File: src/rtl/counter_down_borrow.sv
// Loadable modulo-MOD down counter with a registered borrow pulse on wrap and an
// optional one-shot mode that parks at zero and raises done.
module counter_down_borrow #(
  parameter int MOD   = 7,
  parameter int WIDTH = 4
) (
  input  logic             clk,
  input  logic             rst,
  input  logic             in,
  input  logic             load,
  input  logic [WIDTH-1:0] load_val,
  input  logic             oneshot,
  output logic             out_clk,
  output logic [WIDTH-1:0] cnt,
  output logic             done
);

  localparam logic [WIDTH-1:0] CNT_MAX = WIDTH'(MOD - 1);

  typedef enum logic [1:0] {
    IDLE = 2'd0,
    RUN  = 2'd1,
    DONE = 2'd2
  } state_t;

  // Kept as a named module-level signal so checkers can bind to it directly.
  state_t           state;
  state_t           state_next;
  logic [WIDTH-1:0] cnt_next;
  logic             mode;
  logic             mode_next;
  logic             borrow_next;

  always_ff @(posedge clk) begin
    if (rst) begin
      state   <= IDLE;
      cnt     <= '0;
      mode    <= 1'b0;
      out_clk <= 1'b0;
    end else begin
      state   <= state_next;
      cnt     <= cnt_next;
      mode    <= mode_next;
      out_clk <= borrow_next;
    end
  end

  always_comb begin
    state_next  = state;
    cnt_next    = cnt;
    mode_next   = mode;
    borrow_next = 1'b0;
    if (load) begin
      // Load wins over in; out-of-range presets saturate to the top count.
      cnt_next   = (load_val > CNT_MAX) ? CNT_MAX : load_val;
      mode_next  = oneshot;
      state_next = RUN;
    end else begin
      case (state)
        RUN: begin
          if (in) begin
            if (cnt != '0) begin
              cnt_next = cnt - 1'b1;
            end else begin
              borrow_next = 1'b1;
              if (mode) begin
                state_next = DONE;
              end else begin
                cnt_next = CNT_MAX;
              end
            end
          end
        end
        default: ;
      endcase
    end
  end

  assign done = (state == DONE);

endmodule
File: config.mk
export PLATFORM = sky130hd
export DESIGN_NAME = counter_down_borrow
export DESIGN_NICKNAME = d
export VERILOG_FILES = /design/src/rtl/counter_down_borrow.sv
export SDC_FILE = /design/constraint.sdc
export NUM_CORES = 1
export LEC_CHECK = 0
export ABC_AREA = 1
export ABC_CLOCK_PERIOD_IN_PS = 1450
export CORE_AREA = 2 2 39 41
export DETAILED_ROUTE_END_ITERATION = 8
export DIE_AREA = 0 0 41 43
export PLACE_DENSITY = 0.65
export SYNTH_ARGS = -nofsm -noshare
export SYNTH_HDL_FRONTEND = slang
export SYNTH_SLANG_ARGS = --single-unit
export TNS_END_PERCENT = 5
File: constraint.sdc
create_clock -name clk -period 1.45 [get_ports clk]
set_input_delay 0.29 -clock clk [delete_from_list [all_inputs] [get_ports clk]]
set_output_delay 0.29 -clock clk [all_outputs]
set_load 0.05 [all_outputs]
* Word level (Yosys, flattened, before mapping)
Index checks and enable logic that the tools add are counted.
Widths: inputs -> output; s select.
** Operators by class
- $add $sub $neg :: 1
- $lt $le $gt $ge :: 1
- Equality and inequality tests :: 4
- Mux-type cells :: 12
- Bitwise logic cells :: 3
- Reduce and logical (&&, ||, !) cells :: 9
** Operator list (count)
- $mux 4 :: 6
- $reduce_and 4->1 :: 2
- $mux 1 :: 6
- $reduce_bool 2->1 :: 3
- $gt 4x3->1 const B :: 1
- $reduce_bool 4->1 :: 1
- $reduce_or 4->1 :: 1
- $sub 4x1->4 const B :: 1
- $ne 3x2->1 const B :: 1
- $not 1->1 :: 3
- $reduce_and 3->1 :: 1
- $eq 2x1->1 const B :: 1
- $eq 2x2->1 const B :: 1
- $ne 2x2->1 const B :: 1
- $reduce_or 2->1 :: 1
** Storage, ports and cells
- Register bits after elaboration :: 8
- Output and inout port bits :: 6
- Word-level logic and storage cells :: 35

* Logic depth before layout (Yosys ltp)
Gate-level depths: netlist (run 1).
- Depth in word-level cells :: 5
- Gate-level depth with buffers :: 8
- Mapped depth without buffers :: 8

* Worst setup path after synthesis (run 1)
No wires, ideal clock.
- Path type :: flip-flop to flip-flop
- Start point :: reg cnt[0]
- End point :: reg cnt[2]
- Library setup time :: 0.115 ns
- Arrival time :: 1.427 ns
- Setup slack :: -0.092 ns
- Stages on the path, launching flop included :: 9
- Path buffers :: 0
- Path through :: dfxtp_1 > inv_1 > ha_1 > nand2_1 > nand2_1 > o21ai_1 > nand2_2 > nand2_1 > nor2_2
** On the way
- Word-level cells in the longest chain between the ends :: 5
- Elaborated cells between the ends (all ways) :: 8
- Those cells by class :: add/sub: 1; eq/ne: 1; mux: 4; reduce/logical: 2
** RTL lines
- start: declaration :: RTL line 14 : output logic [WIDTH-1:0] cnt,
- start signal: assignment :: RTL line 42 : cnt <= cnt_next;
- $sub 4x1->4 / $reduce_bool 4->1 (equally long branches) :: RTL line 63, 62
- $mux 4 :: RTL line 62 : if (cnt != '0) begin
- $mux 4 :: RTL line 61 : if (in) begin
- $mux 4 :: RTL line 59 : case (state)
- $mux 4 :: RTL line 53 : if (load) begin
Parallel ways exist; a longest one is shown, timed or not. The select of a mux whose other input is x is not followed.
A chain may end at the register's enable or synchronous reset.

* Worst setup path after layout (run 1)
Ends and elaborated chain as after synthesis.

==> impl_metrics.prom, run 1 <==
# TYPE chip_impl_metric gauge
chip_impl_metric{name="total_power",unit="uW"} 665
chip_impl_metric{name="worst_slew_pin_slew",unit="ns"} 0.236
chip_impl_metric{name="final.min_clock_period",unit="ns"} 1.25
chip_impl_metric{name="chipWidth",unit="um"} 41
chip_impl_metric{name="critPathRequiredTime",unit="ns"} 1.60
chip_impl_info{name="worstReg2RegStart",value="cnt[0]"} 1
chip_impl_metric{name="layout-drive-gt1-share",unit="%"} 25.8
chip_impl_metric{name="reg2reg_depth",unit=""} 8
chip_impl_metric{name="wl_per_cell",unit="um"} 8.66
chip_impl_metric{name="synthCells",unit=""} 70
chip_impl_metric{name="numPortBuffers",unit=""} 14
chip_impl_metric{name="timing.final.max_slew_violations",unit=""} 0
chip_impl_metric{name="netlist_area",unit="sq um"} 452
chip_impl_info{name="grt_setup_unrepaired",value="no"} 1
chip_impl_metric{name="layout.filler_cells",unit=""} 130
chip_impl_metric{name="overflow",unit=""} 0
chip_impl_metric{name="num_io_pins",unit=""} 15
chip_impl_info{name="cpMostUsedCell",value="nand2_1"} 1
chip_impl_metric{name="finClkSkew",unit="ns"} 0.00155
chip_impl_metric{name="holdBufCountCts",unit=""} 0
chip_impl_info{name="critPathLaunchType",value="flip-flop"} 1
chip_impl_metric{name="grt_usage",unit="%"} 14.2
chip_impl_metric{name="final_design_area_no_fill",unit="sq um"} 712
chip_impl_metric{name="dpl_worst_slack",unit="ns"} -0.0665
chip_impl_metric{name="first_pass_grt_wire_length",unit="um"} 1680
chip_impl_metric{name="n_antenna_cell",unit=""} 0
chip_impl_metric{name="final.period_utilization",unit="%"} 86.5
chip_impl_metric{name="drt_first_iter_violations",unit=""} 6
chip_impl_info{name="cts_tree",value="built"} 1
chip_impl_metric{name="yosys.area.top_type_share",unit="%"} 35.5
chip_impl_info{name="cp_cell_sequence",value="inv_1, ha_1, nand2_1, nand2_1, o21ai_1, nand2_2, nand2_1, nor2_2"} 1
chip_impl_metric{name="vias",unit=""} 455
chip_impl_metric{name="setup_viol",unit=""} 0
chip_impl_metric{name="worst-path-max-fanout",unit=""} 5
chip_impl_metric{name="cellPowerDensity",unit="nW/um^2"} 934
chip_impl_metric{name="grt_antenna_before_repair",unit=""} 0
chip_impl_metric{name="worst-endpoint-arrival",unit="ns"} 1.40
chip_impl_metric{name="route.detailed.vias_per_inst",unit=""} 4.33
chip_impl_metric{name="detailedRoute.firstPassIterationCount",unit=""} 4
chip_impl_metric{name="placement.cell_area",unit="sq um"} 689
chip_impl_metric{name="gp_congestion",unit=""} 0.809
chip_impl_metric{name="cts_htree_levels",unit=""} 1
chip_impl_info{name="cp-end-kind",value="flip-flop"} 1
chip_impl_metric{name="core_area",unit="sq um"} 1380
chip_impl_metric{name="fin_worst_hold_slack",unit="ns"} 0.483
chip_impl_info{name="slowest_stage",value="dfxtp_2"} 1
chip_impl_metric{name="vdd_drop_max",unit="mV"} 0.438
chip_impl_metric{name="grt_pass1_vias",unit=""} 415
chip_impl_metric{name="unique_masters_post_synth",unit=""} 16
chip_impl_info{name="hold_path_class",value="reg2reg"} 1
chip_impl_metric{name="ys_seq_elements",unit=""} 8
chip_impl_metric{name="clk-insertion-delay-late",unit="ns"} 0.25
chip_impl_metric{name="synth_warnings",unit=""} 0
chip_impl_metric{name="design.die.area",unit="sq um"} 1760
chip_impl_metric{name="synth.yosys.seq_area_share",unit="%"} 35.5
chip_impl_metric{name="fin_util",unit="%"} 51.4
chip_impl_metric{name="max_freq",unit="MHz"} 798
chip_impl_metric{name="syn_avg_cell_area",unit="sq um"} 6.45
chip_impl_metric{name="setup_ws_final",unit="ns"} 0.196
chip_impl_metric{name="cts_resized",unit=""} 0
chip_impl_metric{name="worstPathBufferInverterCount",unit=""} 1
chip_impl_metric{name="clockBufferDepth",unit=""} 2
chip_impl_info{name="outcome",value="completed"} 1
chip_impl_metric{name="report.final.hold_viol_count",unit=""} 0
chip_impl_metric{name="slew-limit-headroom",unit="%"} 84.3
chip_impl_metric{name="tritoncts_num_sinks",unit=""} 8
chip_impl_metric{name="placementRows",unit=""} 14
chip_impl_metric{name="leakage",unit="nW"} 0.322
chip_impl_metric{name="crit_path_max_incr_delay",unit="ns"} 0.36
chip_impl_info{name="worst_path_dominant_cell_family",value="flip-flops"} 1
chip_impl_info{name="yosys-top-cells-area",value="dfxtp_1 (35%), nand2_1 (15%), nor2_1 (10%)"} 1
chip_impl_metric{name="clk_pin_slew_worst_paths",unit="ns"} 0.05
chip_impl_metric{name="pin_count_of_the_biggest_net_entering_global_routing",unit=""} 7
chip_impl_metric{name="final_nets",unit=""} 101
chip_impl_metric{name="cts-buffers-inserted",unit=""} 3
chip_impl_metric{name="final_antenna_net_count",unit=""} 0
chip_impl_metric{name="wirelength",unit="um"} 909
chip_impl_info{name="clock-root-buffer",value="clkbuf_4"} 1
chip_impl_metric{name="syn-num-nets",unit=""} 80
chip_impl_metric{name="worstSetupPathDepth",unit=""} 8
chip_impl_metric{name="area_growth_syn_to_layout",unit="%"} 57.6
chip_impl_metric{name="cap_viol_max_count",unit=""} 0
chip_impl_info{name="critical_path.endpoint",value="cnt[2]"} 1
chip_impl_metric{name="drc_violations",unit=""} 0
chip_impl_info{name="worst-setup-path-type",value="reg2reg"} 1
chip_impl_metric{name="reg2reg_slack",unit="ns"} 0.20
chip_impl_metric{name="cts_post_setup_buffers_inserted",unit=""} 0
chip_impl_metric{name="die_h",unit="um"} 43
chip_impl_info{name="yosysTopAreaCell",value="dfxtp_1"} 1
chip_impl_metric{name="floorplan.initialDensity",unit="%"} 32.6
chip_impl_metric{name="dp_hpwl",unit="um"} 739
chip_impl_info{name="r2r_end",value="cnt[2]"} 1
chip_impl_info{name="crit_start",value="cnt[0]"} 1
-- layout by cell type (no fill, tap or decap), drive strengths merged --
cell	instances
a21oi	4
nand2	22
ha	1
nand3	4
nor3	1
nor2	15
o21ai	3
buf	8
clkdlybuf4s50	8
inv	10
nand4	2
clkbuf	3
dfxtp	8
-- registers in the layout, indices dropped and copies added (netlist names) --
| register | flops |
|---|---|
| mode | 1 |
| cnt | 4 |
| state | 2 |
| out_clk | 1 |
-- report_power, final --
part | switching [mW] | leakage (nW) | internal (mW)
combinational | 0.127 | 0.242 | 0.108
sequential | 0.0199 | 0.0665 | 0.238
clock | 0.0772 | 0.0138 | 0.0948
-- layer usage --
metal	global-route usage [%]	routed length (um)	vias up
li1	-	-	257
met5	0	0	-
met4	10.0	40	0
met2	18.4	408	16
met1	19.7	414	177
met3	3.14	44	5
-- synth_stat cells (all sizes together) --
| library cell | count |
|---|---|
| nand4 | 2 |
| nand3 | 4 |
| nor2 | 15 |
| ha | 1 |
| o21ai | 3 |
| nor3 | 1 |
| a21oi | 4 |
| dfxtp | 8 |
| nand2 | 22 |
| inv | 10 |
-- stage by stage --
step                cells  TNS, ns
finish                105        0
global route          105        0
CTS                   105        0
detailed placement    102   -0.128
global placement      102  -0.0966
floorplan              70        0
-- worst min path at each step --
stage	start	slack (ns)	end	cells past startpoint
floorplan	rst	0.36	state[0]	1
global placement	state[1]	0.46	state[1]	2
detailed placement	state[1]	0.47	state[1]	2
CTS	state[1]	0.48	state[1]	2
global route	state[1]	0.53	state[1]	2
finish	state[1]	0.48	state[1]	2
-- final cells by class --
type	count	area, sq um	area share (%)
Tap cell	16	20.0	2.81
Multi-Input combinational cell	52	251	35.3
Timing Repair Buffer	16	215	30.2
Inverter	10	40.0	5.62
Sequential cell	8	163	22.8
Clock buffer	3	22.5	3.16
-- cells by family (layout without fill, tap and decap cells) --
group                      count (synthesis)  count (layout)  synth area share (%)
buffers and inverters                     10              29                  8.86
and+or+nand+nor                           44              44                  45.1
DFF                                        8               8                  35.5
AOI/OAI and AO/OA                          7               7                  7.76
adders and majority gates                  1               1                  2.77
-- worst register-to-register path: stages (launching register included) --
cell and delay, ns:
dfxtp_2 0.36, inv_1 0.08, ha_1 0.26, nand2_1 0.08, nand2_1 0.05, o21ai_1 0.16, nand2_2 0.06, nand2_1 0.07
nor2_2 0.03
Power figures use the tool's default switching activity.
==> run 2: changes to the inputs <==
Settings changed: CELL_PAD_IN_SITES_DETAIL_PLACEMENT from default to 0, CELL_PAD_IN_SITES_GLOBAL_PLACEMENT from default to 1, CORE_AREA 2 2 39 41 to default, CORE_MARGIN from default to 2, CORE_UTILIZATION from default to 28, DIE_AREA 0 0 41 43 to default, PLACE_DENSITY 0.65 to 0.76.
==> run 2 against run 1 <==
Net effect:
- global-route usage shrank 3.1 points
- count of clock-buffer cells in the layout is the same
- routed wire length grew 3.3%
- clock skew grew 0.0040 ns
- die area grew 11%
- non-clock buffer count grew 1
- via count is the same
- critical path depth shrank 1
- maximum frequency shrank 3.2%
- sequential power is essentially flat
- cell count grew 0.95%
- clock power is essentially flat
- critical path type is now in2reg
- critical endpoint is now cnt[1]
==> impl_metrics.prom, run 2 (same netlist as run 1, synthesis figures left out) <==
# TYPE chip_impl_metric gauge
chip_impl_info{name="outcome",value="completed"} 1
chip_impl_info{name="cts_tree",value="built"} 1
chip_impl_metric{name="leakage",unit="nW"} 0.327
chip_impl_metric{name="n_antenna_cell",unit=""} 0
chip_impl_metric{name="first_pass_grt_wire_length",unit="um"} 1550
chip_impl_metric{name="clk_pin_slew_worst_paths",unit="ns"} 0.06
chip_impl_info{name="most-common-layout-cells",value="nand2_1 (18), nor2_1 (12), inv_1 (8), clkdlybuf4s50_1 (8)"} 1
chip_impl_metric{name="slew-limit-headroom",unit="%"} 83.6
chip_impl_metric{name="clk-insertion-delay-late",unit="ns"} 0.25
chip_impl_info{name="slowest_stage",value="clkdlybuf4s50_1"} 1
chip_impl_info{name="final_common_cell",value="nand2_1"} 1
chip_impl_metric{name="grt_antenna_before_repair",unit=""} 0
chip_impl_metric{name="dp_hpwl",unit="um"} 760
chip_impl_metric{name="detailedRoute.firstPassIterationCount",unit=""} 4
chip_impl_metric{name="worst-path-max-fanout",unit=""} 6
chip_impl_metric{name="tritoncts_num_sinks",unit=""} 8
chip_impl_metric{name="cellPowerDensity",unit="nW/um^2"} 926
chip_impl_metric{name="num_io_pins",unit=""} 15
chip_impl_metric{name="floorplan.initialDensity",unit="%"} 30.0
chip_impl_metric{name="chipWidth",unit="um"} 44.2
chip_impl_metric{name="finClkSkew",unit="ns"} 0.00554
chip_impl_metric{name="numPortBuffers",unit=""} 14
chip_impl_metric{name="final.min_clock_period",unit="ns"} 1.29
chip_impl_info{name="worst-setup-path-type",value="in2reg"} 1
chip_impl_metric{name="max_freq",unit="MHz"} 772
chip_impl_metric{name="core_area",unit="sq um"} 1510
chip_impl_metric{name="vdd_drop_max",unit="mV"} 0.455
chip_impl_metric{name="area_growth_syn_to_layout",unit="%"} 59.3
chip_impl_metric{name="crit_path_max_incr_delay",unit="ns"} 0.53
chip_impl_metric{name="grt_usage",unit="%"} 11.1
chip_impl_metric{name="timing.final.max_slew_violations",unit=""} 0
chip_impl_metric{name="setup_ws_final",unit="ns"} 0.155
chip_impl_metric{name="cts_resized",unit=""} 0
chip_impl_metric{name="holdBufCountCts",unit=""} 0
chip_impl_info{name="clock-root-buffer",value="clkbuf_4"} 1
chip_impl_metric{name="worst_slew_pin_slew",unit="ns"} 0.246
chip_impl_metric{name="cts_post_setup_buffers_inserted",unit=""} 0
chip_impl_metric{name="dpl_worst_slack",unit="ns"} -0.103
chip_impl_metric{name="route.detailed.vias_per_inst",unit=""} 4.29
chip_impl_info{name="cp-end-kind",value="flip-flop"} 1
chip_impl_metric{name="wl_per_cell",unit="um"} 8.86
chip_impl_metric{name="layout-drive-gt1-share",unit="%"} 26.7
chip_impl_metric{name="critPathRequiredTime",unit="ns"} 1.60
chip_impl_metric{name="final_nets",unit=""} 102
chip_impl_metric{name="total_power",unit="uW"} 666
chip_impl_metric{name="final_antenna_net_count",unit=""} 0
chip_impl_info{name="hold_path_class",value="reg2reg"} 1
chip_impl_metric{name="report.final.hold_viol_count",unit=""} 0
chip_impl_info{name="cp_cell_sequence",value="clkdlybuf4s50_1, nor2_2, nand3_2, nand2_4, inv_4, nor2_1, nor2_2"} 1
chip_impl_metric{name="setup_viol",unit=""} 0
chip_impl_info{name="grt_setup_unrepaired",value="no"} 1
chip_impl_metric{name="gp_congestion",unit=""} 0.748
chip_impl_metric{name="cts-buffers-inserted",unit=""} 3
chip_impl_metric{name="vias",unit=""} 455
chip_impl_metric{name="design.die.area",unit="sq um"} 1950
chip_impl_metric{name="multiInputGateArea",unit="sq um"} 251
chip_impl_metric{name="largest_register_ffs",unit=""} 4
chip_impl_metric{name="pin_count_of_the_biggest_net_entering_global_routing",unit=""} 7
chip_impl_info{name="reg.largest.list",value="cnt x4, state x2"} 1
chip_impl_metric{name="cts_htree_levels",unit=""} 1
chip_impl_metric{name="wirelength",unit="um"} 939
chip_impl_info{name="cpMostUsedCell",value="nor2_2"} 1
chip_impl_metric{name="grt_pass1_vias",unit=""} 398
chip_impl_metric{name="layout.filler_cells",unit=""} 165
chip_impl_metric{name="final.period_utilization",unit="%"} 89.3
chip_impl_metric{name="layout.area.seq",unit="sq um"} 163
chip_impl_metric{name="placementRows",unit=""} 14
chip_impl_info{name="largest_register",value="cnt"} 1
chip_impl_metric{name="cap_viol_max_count",unit=""} 0
chip_impl_metric{name="worst-endpoint-arrival",unit="ns"} 1.44
chip_impl_metric{name="overflow",unit=""} 0
chip_impl_metric{name="die_h",unit="um"} 44.2
chip_impl_info{name="critPathLaunchType",value="input port"} 1
chip_impl_metric{name="drt_first_iter_violations",unit=""} 14
chip_impl_metric{name="clockBufferDepth",unit=""} 2
chip_impl_metric{name="drc_violations",unit=""} 0
-- run 2: layer usage --
layer  share of wire, %  global-route usage [%]  vias up  routed length, um
met5                  0                       0        -                  0
met4                1.4                    7.27        0                 13
met3                3.6                    2.45        2                 34
met2                 43                    17.1       13                402
met1                 52                    13.8      178                489
li1                   -                       -      262                  -
-- run 2: worst max-delay path: cells and delay by family --
family,cells,cell delay (ns)
and+or+nand+nor,5,0.58
buffers and inverters,2,0.58
-- run 2: final timing paths --
path	cells after the start	end	startpoint	slack, ns
hold reg to reg	2	state[1]	state[1]	0.48
setup / recovery	7	cnt[1]	load	0.16
setup reg to reg	7	cnt[1]	cnt[0]	0.20
hold / removal	2	state[1]	state[1]	0.48
-- run 2: cell type report --
cell class	instances	area share, %
clock buffers	3	3.13
inverters	10	5.57
multi-input cells	52	35.0
flip-flops and latches	8	22.6
well taps	16	2.78
repair buffers	17	31.0
-- run 2: stage by stage --
| stage | TNS (ns) | hold slack [ns] | util [%] | std cells | area (sq um) |
|---|---|---|---|---|---|
| CTS | 0 | 0.485 | 47.8 | 106 | 719 |
| finish | 0 | 0.484 | 47.8 | 106 | 719 |
| global route | 0 | 0.515 | 47.8 | 106 | 719 |
| floorplan | 0 | 0.359 | - | 70 | 454 |
| global placement | -0.143 | 0.465 | 46.3 | 103 | 697 |
| detailed placement | -0.278 | 0.476 | 46.3 | 103 | 697 |
-- run 2: report_power, final --
group	total [mW]	internal, mW	leakage (nW)	switching (mW)
Combinational	0.236	0.109	0.247	0.127
Clock	0.174	0.0949	0.0138	0.0786
Sequential	0.256	0.237	0.0665	0.0190
Total	0.666	0.442	0.327	0.225
==> patch 1, RTL diff (flow settings as in run 2) <==
The parameter `WIDTH` goes from 4 to 6.
--- a/src/rtl/counter_down_borrow.sv
+++ b/src/rtl/counter_down_borrow.sv
@@ -4,3 +4,3 @@
   parameter int MOD   = 7,
-  parameter int WIDTH = 4
+  parameter int WIDTH = 6
 ) (
Ports: changed (resized cnt and load_val); port bits go from 15 to 19. The function was not compared with the original's and may differ.
==> patch 1 against run 2 <==
Sequential cell count rose by 2. Sequential power grew 25%. Register-to-register slack worse by 0.09 ns. Final area grew 42%. Setup slack got worse by 0.042 ns. Power up 48%. Wire length up 64%. Synthesized area up 39%.
==> patch 1: results (changes against run 2) <==
[run_status]
status=completed  ; unchanged

[final_layout]
final_net_count=138  ; was 102
fin_cells=152  ; was 106
top_regs=cnt x6, state x2  ; was cnt x4, state x2
drive_above_1_share_pct=25.8  ; was 26.7%
n_antenna_cell=0  ; unchanged

[global_route]
antenna_found_initial=0  ; unchanged
grt_pass1_vias=633  ; was 398
track_usage_pct=14.2  ; was 11.1%
grt_pass1_wl_um=2710  ; was 1550 um

[pwr]
leakagePower_nw=0.484  ; was 0.327 nW
ir_drop_mv=0.446  ; was 0.455 mV

[clock_network]
clk_pin_slew_ns=0.08  ; was 0.06 ns
clk_path_buf_depth=2  ; unchanged
root_buffer=clkbuf_4  ; unchanged
cts_resized=0  ; unchanged
worstSkewPairLatency_ns=0.28  ; was 0.25 ns
post-cts-setup-buffer-count=0  ; unchanged

[synthesis]
synth_nets=108  ; was 80
synthMuxAreaShare_pct=0  ; unchanged
synth_compound_area_share_pct=8.80  ; was 7.76%
synth_seq_area_share_pct=32.0  ; was 35.5%
synth_common_cells=nand2_1, nor2_1, inv_1  ; was nand2_1, nor2_1, dfxtp_1, inv_1, a21oi_1
synth_top_cells_by_area=dfxtp_1, nand2_1, nor2_1, inv_1, nand2_4  ; was dfxtp_1, nand2_1, nor2_1, inv_1, a21oi_1
yosys.area_share.xor_xnor_pct=2.80  ; was 0%
synth_cell_types=21  ; was 16
synth_cells=95  ; was 70
synthAdderAreaFrac_pct=4.00  ; was 2.77%
yosysWarnings=0  ; unchanged

[placement]
numPortBuffers=18  ; was 14
place_area_um2=976  ; was 697 um^2
dp_hpwl_um=1270  ; was 760 um
place.gp.congestion=0.815  ; was 0.748
place_ws_ns=-0.129  ; was -0.103 ns

[worst_hold_path]
min_path_type=flop to flop  ; unchanged

[critical_path]
cpMaxStageDelayCell=dfxtp_2  ; was clkdlybuf4s50_1
path_max_fanout=5  ; was 6
critical_path.max_stage_delay_ns=0.38  ; was 0.53 ns
cp.arrival_ns=1.51  ; was 1.44 ns
cp_top_family=simple AND/OR/NAND/NOR gates  ; was buffers and inverters

[timing]
worst-slew-pin-transition_ns=0.268  ; was 0.246 ns
fin_skew_ns=0.00402  ; was 0.00554 ns

[route]
drtIter0Drc=9  ; was 14
vias_per_cell=4.36  ; was 4.29
firstDrtPassIters=4  ; unchanged
post_drt_wl_per_cell_um=10.1  ; was 8.86 um

## patch 1: cell types whose count changed after synthesis, moves of 2 or more
cell     change
nand2_2      -3
nand2_4      +2
nor2_2       -2
inv_1        +5
dfxtp_1      +2
nand2_1      +7
nand4_1      +2
nor2_1       +4
## patch 1: final timing paths
path | start | to | slack [ns] | depth (start not counted)
hold reg to reg | state[1] | state[1] | 0.49 | 2
setup / recovery | cnt[0] | cnt[3] | 0.11 | 8
setup reg to reg | cnt[0] | cnt[3] | 0.11 | 8
hold / removal | state[1] | state[1] | 0.49 | 2
## patch 1: cell type report
cell class	count	area, um^2
Tap cell	28	35.0
Timing Repair Buffer	25	313
Inverter	15	56.3
Sequential cell	10	203
Fill cell	232	1150
Multi-Input combinational cell	70	380
Clock buffer	4	36.3
## patch 1: logic make-up (layout without fill, tap and decap cells)
kind of cell | Yosys count | count (layout)
adder cells (fa/ha/maj) | 2 | 2
flip-flops | 10 | 10
buffers and inverters | 15 | 44
XOR/XNOR | 2 | 2
AO/OA/AOI/OAI | 9 | 9
AND/OR/NAND/NOR | 57 | 57
## patch 1: power by group
| part | leakage (nW) | switching (mW) | internal, mW |
|---|---|---|---|
| clock | 0.0210 | 0.118 | 0.153 |
| sequential | 0.0829 | 0.0232 | 0.297 |
| combinational | 0.380 | 0.214 | 0.178 |
## patch 1: routing by layer
| metal | up-vias | GRT usage [%] | routed length, um |
|---|---|---|---|
| li1 | 355 | - | - |
| met1 | 291 | 17.8 | 722 |
| met2 | 11 | 22.3 | 722 |
| met3 | 5 | 2.63 | 46 |
| met4 | 0 | 9.21 | 43 |
| met5 | - | 0 | 0 |
==> patch 2, RTL diff (flow settings as in run 2) <==
Made on the original files. Re-encode `state_t` (3 states) as one-hot, 3 bits wide.
--- a/src/rtl/counter_down_borrow.sv
+++ b/src/rtl/counter_down_borrow.sv
@@ -19,6 +19,6 @@
 
-  typedef enum logic [1:0] {
-    IDLE = 2'd0,
-    RUN  = 2'd1,
-    DONE = 2'd2
+  typedef enum logic [2:0] {
+    IDLE = 3'b001,
+    RUN  = 3'b010,
+    DONE = 3'b100
   } state_t;
Behaviour: no difference found for any inputs over 10 cycles, from zero or initial values and one cycle with rst high; not proved beyond that.
==> patch 2 against run 2 <==
Clock skew is 0.0028 ns lower. Sequential cell count increased by 1. Final cell count down 3.8%. Synthesized area grew 3.0%. Count of clock-buffer cells in the layout grew 1. Wire length grew 8.9%. Clock power is 12% higher. Setup slack gained 0.0085 ns. Final area up 3.0%. Power down 2.5%. Die area is 2.8% higher. Via count up 2.0%. Highest routed layer is now met3.
==> patch 2: results (changes against run 2) <==
[global_route]
grt_max_degree=8  ; was 7
track_usage_pct=12.4  ; was 11.1%
grt_pass1_wl_um=1810  ; was 1550 um
grt_pass1_vias=472  ; was 398

[route]
wirelength_um=1020  ; was 939 um
dr_wl_met2_um=500  ; was 402 um
top_layer=met3  ; was met4
firstDrtPassIters=2  ; was 4
wl_met3_um=70  ; was 34 um
drtIter0Drc=2  ; was 14
drt-met1-wl_um=452  ; was 489 um

[placement]
place_ws_ns=0.00891  ; was -0.103 ns
place_area_um2=713  ; was 697 um^2
dp.cells=98  ; was 103

[critical_path]
regToRegEndpoint=cnt[3]  ; was cnt[1]
cp.arrival_ns=1.00  ; was 1.44 ns
crit_path_start=state[1]  ; was load
crit_path_end=done  ; was cnt[1]
rr_startpoint=cnt[1]  ; was cnt[0]
critical_path.max_stage_delay_ns=0.34  ; was 0.53 ns
cpMaxStageDelayCell=dfxtp_1  ; was clkdlybuf4s50_1

[pwr]
leakagePower_nw=0.305  ; was 0.327 nW
ir_drop_mv=0.503  ; was 0.455 mV

[timing]
finalCritPeriodShare_pct=88.7  ; was 89.3%
fin_skew_ns=0.00274  ; was 0.00554 ns
worst-slew-pin-transition_ns=0.252  ; was 0.246 ns
hold-worst-slack_ns=0.495  ; was 0.484 ns

[run_status]
status=completed  ; unchanged

[synthesis]
synth_cells=65  ; was 70
synth_cell_types=20  ; was 16
synth_top_cells_by_area=dfxtp_1, o21ai_0, nor2_1, nand2_1, inv_1  ; was dfxtp_1, nand2_1, nor2_1, inv_1, a21oi_1
synth_nets=75  ; was 80
synth_common_cells=nor2_1, dfxtp_1, nand2_1, o21ai_0, inv_1  ; was nand2_1, nor2_1, dfxtp_1, inv_1, a21oi_1

[final_layout]
drive_above_1_share_pct=27.9  ; was 26.7%
final_net_count=97  ; was 102
fin_cells=102  ; was 106

[worst_hold_path]
min_to=state[0]  ; was state[1]
min_from=state[0]  ; was state[1]

[patch 2: metal layers]
layer | global-route usage, % | vias up
li1 | - | 257
met1 | 13.5 | 196
met2 | 22.0 | 11
met3 | 6.00 | 0
met4 | 1.76 | 0
met5 | 0 | -
[patch 2: power by group through the flow]
stage	clock (mW)	sequential (mW)	combinational [mW]
finish	0.195	0.277	0.178
global route	0.220	0.280	0.195
CTS	0.206	0.277	0.181
detailed placement	0	0.282	0.180
global placement	0	0.283	0.179
floorplan	0	0.306	0.0705
[patch 2: logic make-up after synthesis]
group	Yosys count	synth area share (%)
simple gates	32	33.9
flops	9	38.7
compound gates	13	15.6
xor+xnor	1	1.88
fa+ha+maj	1	2.69
buf+inv	9	7.26
[patch 2: cell type report]
cell class	instances	area (um^2)	area share, %
clock buffer	4	26.3	3.55
inverter	9	33.8	4.56
multi-input combinational	47	256	34.6
sequential	9	181	24.5
tap	16	20.0	2.70
timing repair buffer	17	223	30.1
